<file path="src/rtl/slt_rs.sv">
// Reservation station plus one-entry result buffer for the LUI/SLT/SLTU unit.
// Entries wait for CDB operands; the oldest ready entry is dispatched whenever the buffer can accept it.
module slt_rs #(
  parameter int DEPTH = 3,
  parameter int TAG_W = 4
) (
  input  logic             clk,
  input  logic             rst_n,
  input  logic             flush,
  input  logic             issue_valid,
  output logic             issue_ready,
  input  logic [1:0]       issue_aluc,
  input  logic [31:0]      issue_vj,
  input  logic [31:0]      issue_vk,
  input  logic [TAG_W-1:0] issue_qj,
  input  logic [TAG_W-1:0] issue_qk,
  input  logic             issue_qj_busy,
  input  logic             issue_qk_busy,
  input  logic [TAG_W-1:0] issue_dest,
  input  logic             cdb_valid,
  input  logic [TAG_W-1:0] cdb_tag,
  input  logic [31:0]      cdb_data,
  output logic [31:0]      fu_alu1,
  output logic [31:0]      fu_alu2,
  output logic [1:0]       fu_aluc,
  input  logic [31:0]      fu_res,
  output logic             cdb_req,
  input  logic             cdb_grant,
  output logic [TAG_W-1:0] out_tag,
  output logic [31:0]      out_data
);

  localparam int IDX_W = $clog2(DEPTH);
  localparam int CNT_W = $clog2(DEPTH + 1);

  typedef struct packed {
    logic             busy;
    logic [1:0]       aluc;
    logic [31:0]      vj;
    logic [31:0]      vk;
    logic [TAG_W-1:0] qj;
    logic             qjb;
    logic [TAG_W-1:0] qk;
    logic             qkb;
    logic [TAG_W-1:0] dest;
    logic [CNT_W-1:0] rank;
  } entry_t;

  entry_t           ent_q [DEPTH];
  entry_t           ent_d [DEPTH];
  logic             outValid_q, outValid_d;
  logic [TAG_W-1:0] outTag_q, outTag_d;
  logic [31:0]      outData_q, outData_d;

  logic [CNT_W-1:0] busyCnt;
  logic [CNT_W-1:0] newRank;
  logic [IDX_W-1:0] freeIdx;
  logic             freeFound;
  logic [IDX_W-1:0] selIdx;
  logic [CNT_W-1:0] selRank;
  logic             selFound;
  logic             doDispatch;
  logic             doIssue;
  logic             bypassJ, bypassK;

  // Occupancy and lowest-index free slot, both from registered state only.
  always_comb begin
    busyCnt   = '0;
    freeFound = 1'b0;
    freeIdx   = '0;
    for (int i = DEPTH - 1; i >= 0; i--) begin
      busyCnt = busyCnt + CNT_W'(ent_q[i].busy);
      if (!ent_q[i].busy) begin
        freeFound = 1'b1;
        freeIdx   = IDX_W'(i);
      end
    end
  end

  always_comb begin
    selFound = 1'b0;
    selIdx   = '0;
    selRank  = '0;
    for (int i = 0; i < DEPTH; i++) begin
      if (ent_q[i].busy && !ent_q[i].qjb && !ent_q[i].qkb &&
          (!selFound || ent_q[i].rank < selRank)) begin
        selFound = 1'b1;
        selIdx   = IDX_W'(i);
        selRank  = ent_q[i].rank;
      end
    end
  end

  assign issue_ready = (busyCnt < CNT_W'(DEPTH));
  assign doDispatch  = selFound && (!outValid_q || cdb_grant);
  assign doIssue     = issue_valid && issue_ready && freeFound;
  assign newRank     = busyCnt - CNT_W'(doDispatch);
  assign bypassJ     = issue_qj_busy && cdb_valid && (cdb_tag == issue_qj);
  assign bypassK     = issue_qk_busy && cdb_valid && (cdb_tag == issue_qk);

  always_comb begin
    fu_alu1 = '0;
    fu_alu2 = '0;
    fu_aluc = '0;
    if (doDispatch) begin
      fu_alu1 = ent_q[selIdx].vj;
      fu_alu2 = ent_q[selIdx].vk;
      fu_aluc = ent_q[selIdx].aluc;
    end
  end

  // Priority per entry: wakeup/age < dispatch free < issue write < flush.
  always_comb begin
    for (int i = 0; i < DEPTH; i++) begin
      ent_d[i] = ent_q[i];
      if (ent_q[i].busy) begin
        if (ent_q[i].qjb && cdb_valid && (cdb_tag == ent_q[i].qj)) begin
          ent_d[i].vj  = cdb_data;
          ent_d[i].qjb = 1'b0;
        end
        if (ent_q[i].qkb && cdb_valid && (cdb_tag == ent_q[i].qk)) begin
          ent_d[i].vk  = cdb_data;
          ent_d[i].qkb = 1'b0;
        end
        if (doDispatch && (ent_q[i].rank > selRank)) begin
          ent_d[i].rank = ent_q[i].rank - CNT_W'(1);
        end
      end
      if (doDispatch && (selIdx == IDX_W'(i))) begin
        ent_d[i].busy = 1'b0;
        ent_d[i].rank = '0;
      end
      if (doIssue && (freeIdx == IDX_W'(i))) begin
        ent_d[i].busy = 1'b1;
        ent_d[i].aluc = issue_aluc;
        ent_d[i].vj   = bypassJ ? cdb_data : issue_vj;
        ent_d[i].vk   = bypassK ? cdb_data : issue_vk;
        ent_d[i].qj   = issue_qj;
        ent_d[i].qk   = issue_qk;
        ent_d[i].qjb  = issue_qj_busy && !bypassJ;
        ent_d[i].qkb  = issue_qk_busy && !bypassK;
        ent_d[i].dest = issue_dest;
        ent_d[i].rank = newRank;
      end
      if (flush) begin
        ent_d[i].busy = 1'b0;
        ent_d[i].rank = '0;
      end
    end
  end

  // A grant alone drains the buffer; a dispatch refills it in the same edge.
  always_comb begin
    outValid_d = outValid_q;
    outTag_d   = outTag_q;
    outData_d  = outData_q;
    if (doDispatch) begin
      outValid_d = 1'b1;
      outTag_d   = ent_q[selIdx].dest;
      outData_d  = fu_res;
    end else if (cdb_grant) begin
      outValid_d = 1'b0;
    end
    if (flush) begin
      outValid_d = 1'b0;
    end
  end

  always_ff @(posedge clk or negedge rst_n) begin
    if (!rst_n) begin
      for (int i = 0; i < DEPTH; i++) begin
        ent_q[i] <= '0;
      end
      outValid_q <= 1'b0;
      outTag_q   <= '0;
      outData_q  <= '0;
    end else begin
      for (int i = 0; i < DEPTH; i++) begin
        ent_q[i] <= ent_d[i];
      end
      outValid_q <= outValid_d;
      outTag_q   <= outTag_d;
      outData_q  <= outData_d;
    end
  end

  assign cdb_req  = outValid_q;
  assign out_tag  = outTag_q;
  assign out_data = outData_q;

endmodule
</file>
<file path="config.mk">
export PLATFORM = sky130hd
export DESIGN_NAME = slt_rs
export DESIGN_NICKNAME = d
export VERILOG_FILES = /design/src/rtl/slt_rs.sv
export SDC_FILE = /design/constraint.sdc
export NUM_CORES = 1
export LEC_CHECK = 0
export BUFFER_PORTS_ARGS = -buffer_cell sky130_fd_sc_hd__buf_2
export CORE_ASPECT_RATIO = 1.5
export CORE_MARGIN = 2
export CORE_UTILIZATION = 51
export CTS_CLUSTER_SIZE = 12
export DETAILED_ROUTE_END_ITERATION = 16
export GPL_ROUTABILITY_DRIVEN = 0
export PLACE_DENSITY = 0.77
export REMOVE_ABC_BUFFERS = 1
export SLEW_MARGIN = 15
export SYNTH_ARGS = -nofsm -noshare
export SYNTH_HDL_FRONTEND = slang
export SYNTH_SLANG_ARGS = --single-unit
</file>
<file path="constraint.sdc">
create_clock -name clk -period 4.2 [get_ports clk]
set_clock_uncertainty 0.2 [all_clocks]
set_input_delay 0.42 -clock clk [delete_from_list [all_inputs] [get_ports clk]]
set_output_delay 0.42 -clock clk [all_outputs]
set_load 0.01 [all_outputs]
</file>
### Yosys cells after proc, flatten, opt, wreduce, memory -nomap -nowiden

Index checks and enable logic that the tools add are counted.

* output and inout port bits: 104
* word-level logic and storage cells: 208
* flip-flop bits (word level): 286
* bits of input ports: 154

* bitwise operators: 1
* order comparisons: 7
* multiplexer cells: 67
* $add $sub $neg: 6
* equality and inequality tests: 12
* reduce and logical (&&, ||, !) cells: 82

Operators with widths (number)
* 32-bit 2-to-1 mux: 10
* 83-bit 2-to-1 mux: 3
* 64-bit 2-to-1 mux: 3
* 83-bit binary-select mux with 2-bit select: 1
* 82-bit 2-to-1 mux: 2
* 2-bit 2-to-1 mux: 20
* 1-bit logical AND: 38
* 4-bit == test: 8
* 1-bit 2-to-1 mux: 28
* 4-bit nonzero test: 6
* 2-bit AND reduction: 9
* 2-bit nonzero test: 9
* 3-bit nonzero test: 4
* 1-bit logical NOT: 11
* 2-bit greater-than comparator: 3
* 2-bit by 1-bit subtractor with 2-bit output (second input constant): 3
* 2-bit by 1-bit == test with 1-bit output (second input constant): 2
* 2-bit == test (second input constant): 2
* 2-bit logical NOT: 2
* 2-bit < comparator: 2
* 3-bit greater-or-equal comparator (second input constant): 1
* 1-bit logical OR: 3
* 2-bit NOT with 3-bit output: 1
* 1-bit by 1-bit adder with 2-bit output: 1
* other kinds (3): 3

### Depth between registers and ports, before layout

Gate-level depths: netlist of run 1.

* word-level depth: 19
* mapped depth: 23
* gate-level depth less buffers: 20

### Worst setup path after synthesis of run 1

OpenSTA, ideal clock, no wires.

* path kind: register to register
* start point: register ent_q[248] in the netlist's numbering
* end point: register ent_q[1] in the netlist's numbering
* period minus slack after synthesis: 4.503 ns
* cell stages (with the launch flop): 23
* required time: 3.889 ns
* slack: -0.303 ns
* arrival: 4.192 ns
* setup time: 0.111 ns
* path through: dfrtp_1 nor3b_2 nand2_1 ha_1 o21ai_0 a21oi_1 buf_2 nor2_1 a31oi_1 ha_1 o22ai_1 nand2_1 o21a_2 buf_6 buf_6 a21o_1 ha_1 nor2b_1 o211ai_1 nor2_1 a32oi_1 o31ai_1 a2111oi_2

* word-level cells in the longest chain between the ends: 16

RTL lines
* from (decl): RTL line 49 `entry_t ent_q [DEPTH];`
* from (signal, indexed assignment): RTL line 179 `ent_q[i] <= ent_d[i];`
* 1-bit logical AND (2 in series): RTL line 85 `if (ent_q[i].busy && !ent_q[i].qjb && !ent_q[i].qkb &&`
* 2-bit 2-to-1 mux / 1-bit 2-to-1 mux (equally long branches): RTL line 85
* 2-bit < comparator / 1-bit logical NOT (equally long branches): RTL line 86 `(!selFound || ent_q[i].rank < selRank)) begin`
* 1-bit logical OR: RTL line 86
* 1-bit logical AND: RTL line 85
* 2-bit 2-to-1 mux / 1-bit 2-to-1 mux (equally long branches): RTL line 85
* 2-bit < comparator / 1-bit logical NOT (equally long branches): RTL line 86
* 1-bit logical OR: RTL line 86
* 1-bit logical AND: RTL line 85
* 2-bit 2-to-1 mux / 1-bit 2-to-1 mux (equally long branches): RTL line 85
* 2-bit == test / 1-bit logical AND (equally long branches): RTL line 129, 95
* 1-bit logical AND: RTL line 129 `if (doDispatch && (selIdx == IDX_W'(i))) begin`
* 2-bit 2-to-1 mux: RTL line 129
* 83-bit 2-to-1 mux: RTL line 133 `if (doIssue && (freeIdx == IDX_W'(i))) begin`
* 2-bit 2-to-1 mux: RTL line 145 `if (flush) begin`

Several ways; a longest one is shown, not always the timed one.
A chain may end at the register's enable or synchronous reset.

### Final worst setup path of run 1

* start point: register ent_q[177] in the netlist's numbering
* end point: output fu_alu2[29]

* word-level cells in the longest chain between the ends: 17

RTL lines
* 1-bit logical NOT (*): RTL line 85
* 1-bit logical AND (*) (2 in series): RTL line 85
* 2-bit 2-to-1 mux / 1-bit 2-to-1 mux (equally long branches): RTL line 85
* 2-bit < comparator / 1-bit logical NOT (equally long branches): RTL line 86
* 1-bit logical OR: RTL line 86
* 1-bit logical AND: RTL line 85
* 2-bit 2-to-1 mux / 1-bit 2-to-1 mux (equally long branches): RTL line 85
* 2-bit < comparator / 1-bit logical NOT (equally long branches): RTL line 86
* 1-bit logical OR: RTL line 86
* 1-bit logical AND: RTL line 85
* 2-bit 2-to-1 mux: RTL line 85
* 2-bit NOT with 3-bit output (not written as such): RTL line 107 `fu_alu2 = ent_q[selIdx].vk;`
* 83-bit binary-select mux with 2-bit select: RTL line 107
* 82-bit 2-to-1 mux (2 in series)
* 32-bit 2-to-1 mux (*): RTL line 105 `if (doDispatch) begin`
* to (decl): RTL line 24 `output logic [31:0] fu_alu2,`

Mark *: on every way between the ends. The rest lies on a longest branch, timed or not. The select of a mux whose other input is x is not followed.

==> flow_summary.json, run 1 <==
{
  "avgSynthCellArea_um2": 9.46,
  "synth_cell_types": 52,
  "drtIter0Drc": 1376,
  "hold_class": "in -> reg",
  "row_count": 75,
  "synthToLayoutAreaGrowth_pct": 31.6,
  "synthSimpleGateAreaFrac_pct": 18.1,
  "cts_buffers": 29,
  "post_drt_wl_per_cell_um": 22.2,
  "total_power_mw": 10.1,
  "nets": 2070,
  "synth_most_common_cell": "dfrtp_1",
  "vdd_ir_drop_max_mv": 0.427,
  "ys_seq_elements": 286,
  "yosysTopAreaCellShare_pct": 49.3,
  "vias": 14200,
  "criticalPathCategory": "reg -> out",
  "wl_met3_um": 4370,
  "clk_latency_ns": 0.56,
  "synth-compound-area-share_pct": 19.5,
  "routed_wl_um": 50400,
  "topRoutingLayerUsed": "met4",
  "wl_met2_um": 24700,
  "worstSetupStartpointType": "flip-flop",
  "dp_cells": 2051,
  "drt-met1-wl_um": 18300,
  "grt_use_total_pct": 33.1,
  "ys_warn_count": 0,
  "report.final.slew_viol_count": 0,
  "via_per_inst": 6.27,
  "stdcell_count": 2268,
  "clock-root-buffer": "clkbuf_16",
  "async_reset_ff_share_pct": 100,
  "synthMuxAreaShare_pct": 5.14,
  "hpwl_um": 28700,
  "powerDensity_nw_per_um2": 531,
  "finalHoldViolCount": 0,
  "critical_path_required_ns": 3.58,
  "start_util_pct": 51.9,
  "setup_slack_ns": -0.0892,
  "ios": 258,
  "num-fill-cells": 2003,
  "drc_errors": 0,
  "synth_edf_count": 0,
  "seq_area_frac_synth_pct": 49.3,
  "grt_first_pass_wirelength_um": 78000,
  "arrival_ns": 3.67,
  "cts_htree_levels": 1,
  "syn_inst": 1534,
  "area.sequential_um2": 7160,
  "die_y_um": 211,
  "cts_tree": "built",
  "core_area_um2": 28000,
  "synthAdderAreaFrac_pct": 0.914,
  "multiInputGateArea_um2": 7050,
  "status": "finished, violations left",
  "synth_area_um2": 14500,
  "synth_top_family_by_area": "compound AO/OA/AOI/OAI gates",
  "synth.largest_area_cell": "dfrtp_1",
  "die_area_um2": 29800,
  "final-setup-viol-count": 33,
  "first_pass_iters": 5,
  "grt_overflow": 0,
  "clock-sinks": 286,
  "die_x_um": 142,
  "crit_fanout": 32,
  "p_leak_nw": 9.22,
  "ys_top_cells_by_count": "286 x dfrtp_1, 279 x nor2_1, 243 x nand2_1",
  "grt_pass1_vias": 14600,
  "grt_max_degree": 110,
  "pre_cts_slack_ns": -0.0101,
  "antenna_found_initial": 3,
  "port_buffers": 257,
  "violations": "negative setup slack",
  "synth_ff_type": "dfrtp_1",
  "setup-tns-final_ns": -1.25,
  "synthXorXnorAreaFrac_pct": 1.99,
  "fin_crit_sh_pct": 102,
  "slew_headroom_pct": 30.3,
  "final_core_util_pct": 68.3,
  "clockBufferDepth": 3,
  "drt.antenna.violating_nets": 0,
  "tightestPinTransition_ns": 1.04,
  "cap_violations": 0,
  "fmax_ghz": 0.233,
  "cts.clk_slew.worst_paths_ns": 0.06,
  "final_layout_size_suffix_gt1_share_pct": 28.6,
  "grt_setup_unrepaired": "yes",
  "period_needed_ns": 4.29,
  "synth_area_leaders": "dfrtp_1 49%, nor2_1 7.2%, nand2_1 6.3%",
  "worstSetupEndpointType": "output port"
}
[cell usage in the layout (no fill, tap or decap), drive strengths merged, types with 64 or more instances in the layout]
master / netlist / routed
or3: 64 / 64
a211oi: 66 / 66
mux2i: 70 / 70
nand2: 243 / 243
nor2: 279 / 279
o22ai: 133 / 133
o221a: 64 / 64
dlygate4sd3: 0 / 151
dfrtp: 286 / 286
buf: 58 / 310
[cells by family (layout without fill, tap and decap cells)]
family                   after synthesis  in the layout
flip-flops                           286            286
buffers and inverters                163            548
AO/OA/AOI/OAI                        341            341
AND/OR/NAND/NOR                      627            627
adder cells (fa/ha/maj)               10             10
multiplexers                          74             74
XOR/XNOR                              33             33
other                                  0              3
[final timing paths]
check	startpoint	to	slack (ns)	cells after the start
max	ent_q[177]	fu_alu2[29]	-0.09	15
min	issue_vk[11]	ent_q[193]	0.006	2
max reg2reg	ent_q[177]	ent_q[1]	-0.07	20
min reg2reg	out_data[18]	out_data[18]	0.27	2
max in group asynchronous	rst_n	ent_q[87]	2.41	3
min in group asynchronous	rst_n	ent_q[74]	0.32	2
[area by class of cell]
| class | instances | share of cell area (%) |
|---|---|---|
| clock inverter | 3 | 0.0786 |
| multi-input combinational | 1085 | 36.9 |
| antenna | 3 | 0.0393 |
| timing repair buffer | 462 | 18.1 |
| sequential | 286 | 37.5 |
| tap | 346 | 2.27 |
| inverter | 42 | 0.826 |
| clock buffer | 41 | 4.30 |
[worst max-delay path: stages (launching register included)]
cell and delay, ns:
dfrtp_1 0.41, nor3b_2 0.22, nand2_1 0.14, ha_4 0.30, o21ai_2 0.07, a21oi_4 0.20
nor2_2 0.05, a31oi_2 0.16, ha_1 0.25, o22ai_1 0.16, nand2_1 0.11, o21a_4 0.19
buf_12 0.16, buf_16 0.22, a211oi_2 0.27, buf_2 0.18
[report_power, final]
| part | total [mW] | switching [mW] | internal, mW |
|---|---|---|---|
| clock network | 2.41 | 1.07 | 1.33 |
| logic | 3.25 | 1.78 | 1.47 |
| registers | 4.49 | 0.675 | 3.82 |
| total | 10.1 | 3.53 | 6.62 |
[registers in the layout, summed over array words and instances (netlist names)]
| signal | cells |
|---|---|
| cdb_req | 1 |
| ent_q | 249 |
| out_data | 32 |
| out_tag | 4 |
[what timing repair did]
item | 4_1_cts | 5_1_grt
pin swaps | 2 | 15
buffers inserted | 5 | 10
gates resized for setup | 21 | 68
endpoints found under the setup margin | 67 | 71
hold buffers | 151 | 0
cloned | 4 | 1
endpoints found under the hold margin | 364 | 0
[routing by layer]
metal  GRT usage (%)  up-vias
met5               0        -
met4            21.7        0
met3            5.41      227
met2            54.4      941
met1            40.4     6931
li1                -     6120
[through the flow]
stage                     area [um^2]  hold slack [ns]
after floorplan                 13900          -0.0756
after CTS                       18700         0.000319
after global routing            19100          0.00737
after detailed placement        16100            0.258
after global placement          16100            0.253
final                           19100          0.00618
(Power assumes the default switching activity.)
==> run 2: changes to the inputs <==
==> constraint.sdc (replaced) <==
create_clock -name clk -period 4.2 [get_ports clk]
set_clock_uncertainty 0.2 [all_clocks]
set_input_delay 0.84 -clock clk [delete_from_list [all_inputs] [get_ports clk]]
set_output_delay 0.84 -clock clk [all_outputs]
set_load 0.01 [all_outputs]
==> run 2 against run 1 <==
Net effect: the flow still finishes with violations (negative setup slack); utilization shrank 4.2 points; non-clock buffer count shrank 135; setup slack lost 0.38 ns; clock-buffer cell count grew 1; fmax shrank 8.1%; power shrank 1.9%; design area shrank 6.1%; first-iteration DRC count shrank 12%; critical path type unchanged; flip-flop and latch count is the same; clock power is essentially flat; largest power group unchanged.
==> flow_summary.json, run 2 (synthesis results as in run 1) <==
{
  "cp_slowest_cell": "dfrtp_1",
  "synthToLayoutAreaGrowth_pct": 23.5,
  "vias": 13500,
  "status": "finished, violations left",
  "criticalPathCategory": "reg -> out",
  "row_count": 75,
  "path_delay_family": "compound AO/OA/AOI/OAI gates",
  "met2_usage_pct": 51.6,
  "hold_class": "in -> async",
  "hpwl_um": 28500,
  "top_usage_layer": "met2",
  "clockBufferDepth": 3,
  "grt_use_total_pct": 31.5,
  "total_power_mw": 9.96,
  "drtIter0Drc": 1206,
  "cp.depth": 15,
  "grt_first_pass_wirelength_um": 74200,
  "worstSetupStartpointType": "flip-flop",
  "critical_path_required_ns": 3.16,
  "worstSetupEndpointType": "output port",
  "p_leak_nw": 8.71,
  "core_area_um2": 28000,
  "period_needed_ns": 4.67,
  "cts.clk_slew.worst_paths_ns": 0.07,
  "final-setup-viol-count": 72,
  "ios": 258,
  "report.final.slew_viol_count": 0,
  "die_x_um": 142,
  "rr_worst_depth": 22,
  "via_per_inst": 6.30,
  "clk_latency_ns": 0.56,
  "use_met3_pct": 5.77,
  "routed_wl_um": 48200,
  "num-fill-cells": 2255,
  "largest-register": "ent_q",
  "cap_violations": 0,
  "setup_slack_ns": -0.466,
  "port_buffers": 257,
  "grt_max_degree": 124,
  "powerDensity_nw_per_um2": 556,
  "slew_headroom_pct": 31.1,
  "clock-root-buffer": "clkbuf_16",
  "largest_register_ffs": 249,
  "final_layout_size_suffix_gt1_share_pct": 32.4,
  "dp_cells": 2057,
  "grt_setup_unrepaired": "yes",
  "grt_pass1_vias": 13800,
  "fin_crit_sh_pct": 111,
  "tightestPinTransition_ns": 1.03,
  "mostFrequentLayoutCells": "286 x dfrtp_1, 254 x buf_2, 234 x nor2_1",
  "cts_htree_levels": 1,
  "postLayoutCellArea_um2": 17900,
  "place_area_um2": 16200,
  "antenna_found_initial": 11,
  "clock-sinks": 286,
  "die_area_um2": 29800,
  "ctsHoldBuffers": 0,
  "use_met1_pct": 38.4,
  "final_common_cell": "dfrtp_1",
  "nets": 1935,
  "grt_overflow": 0,
  "fmax_ghz": 0.214,
  "cts_tree": "built",
  "first_pass_iters": 5,
  "drc_errors": 0,
  "setup-tns-final_ns": -26.75,
  "crit_path_cell_trace": "nor3b_2 -> nand2_1 -> ha_4 -> o21ai_2 -> a21oi_4 -> nor2_2 -> a31oi_2 -> ha_2 -> o22ai_2 -> nand2_2 -> o21a_4 -> buf_12 -> clkbuf_16 -> a211oi_2 -> buf_2",
  "cts_buffers": 29,
  "vdd_ir_drop_max_mv": 0.385,
  "finalHoldViolCount": 0,
  "start_util_pct": 51.9,
  "arrival_ns": 3.63,
  "drt.antenna.violating_nets": 0,
  "crit_fanout": 7,
  "violations": "negative setup slack",
  "post_drt_wl_per_cell_um": 22.6,
  "stdcell_count": 2139,
  "slowest_delay_ns": 0.40,
  "worst-path-buf-inv": 3,
  "die_y_um": 211
}
run 2: cell types whose count changed in the layout (fill, tap and decap cells not counted), sizes merged:
cell,delta
clkinvlp,+1
buf,+13
dlygate4sd3,-151
clkinv,-3
diode,+7
clkbuf,+4
run 2: final timing paths:
| check | startpoint | end | slack (ns) |
|---|---|---|---|
| worst max register to register | ent_q[177] | ent_q[1] | -0.33 |
| max in group asynchronous | rst_n | ent_q[163] | 2.68 |
| worst min-delay path | rst_n | ent_q[74] | 0.16 |
| worst min register to register | out_data[22] | out_data[22] | 0.27 |
| min in group clk | out_data[22] | out_data[22] | 0.27 |
| worst max-delay path | ent_q[177] | fu_alu2[19] | -0.47 |
run 2: timing repair:
item,4_1_cts,5_1_grt
setup buffers,16,2
gates resized for setup,44,61
gates cloned,4,7
pin swaps,9,15
endpoints found under the setup margin,68,72
run 2: worst reg2reg max path: stages, from the launching register on:
cell and delay (ns):
dfrtp_1 0.40, nor3b_2 0.21, nand2_1 0.11, ha_4 0.29, o21ai_2 0.06, a21oi_4 0.17
nor2_2 0.05, a31oi_2 0.20, ha_2 0.33, o22ai_2 0.16, nand2_2 0.10, o21a_4 0.21
buf_4 0.16, buf_4 0.15, nor2_4 0.11, a21o_1 0.18, ha_4 0.22, nor2b_2 0.14
o211ai_1 0.24, nor2_1 0.10, a32oi_1 0.20, o31ai_1 0.11, a2111oi_2 0.31
run 2: layout make-up:
class	count	area, um^2	area share (%)
antenna	10	25.0	0.140
sequential	286	7160	39.9
timing repair buffer	327	2190	12.2
clock inverter	1	7.51	0.0419
multi-input combinational	1085	7100	39.6
inverter	42	158	0.880
tap	346	433	2.42
clock buffer	42	855	4.77
run 2: routing by layer:
layer  up-vias  share of wire (%)
li1       5874                  -
met1      6582                 37
met2       826                 49
met3       192                8.5
met4         2                5.5
met5         -              0.027
run 2: where the power goes:
group,internal (mW),switching (mW)
Sequential,3.82,0.641
Clock,1.38,1.06
Combinational,1.34,1.72
Total,6.54,3.42
run 2: through the flow:
| step | setup slack, ns | util, % | hold WS, ns |
|---|---|---|---|
| 2_1_floorplan | -6.97 | - | 0.240 |
| 4_1_cts | -0.362 | 62.6 | 0.232 |
| 3_3_place_gp | 0.0706 | 57.9 | 0.254 |
| 5_1_grt | -0.584 | 64.1 | 0.252 |
| 3_5_place_dp | -0.132 | 57.9 | 0.257 |
| 6_report | -0.466 | 64.1 | 0.164 |
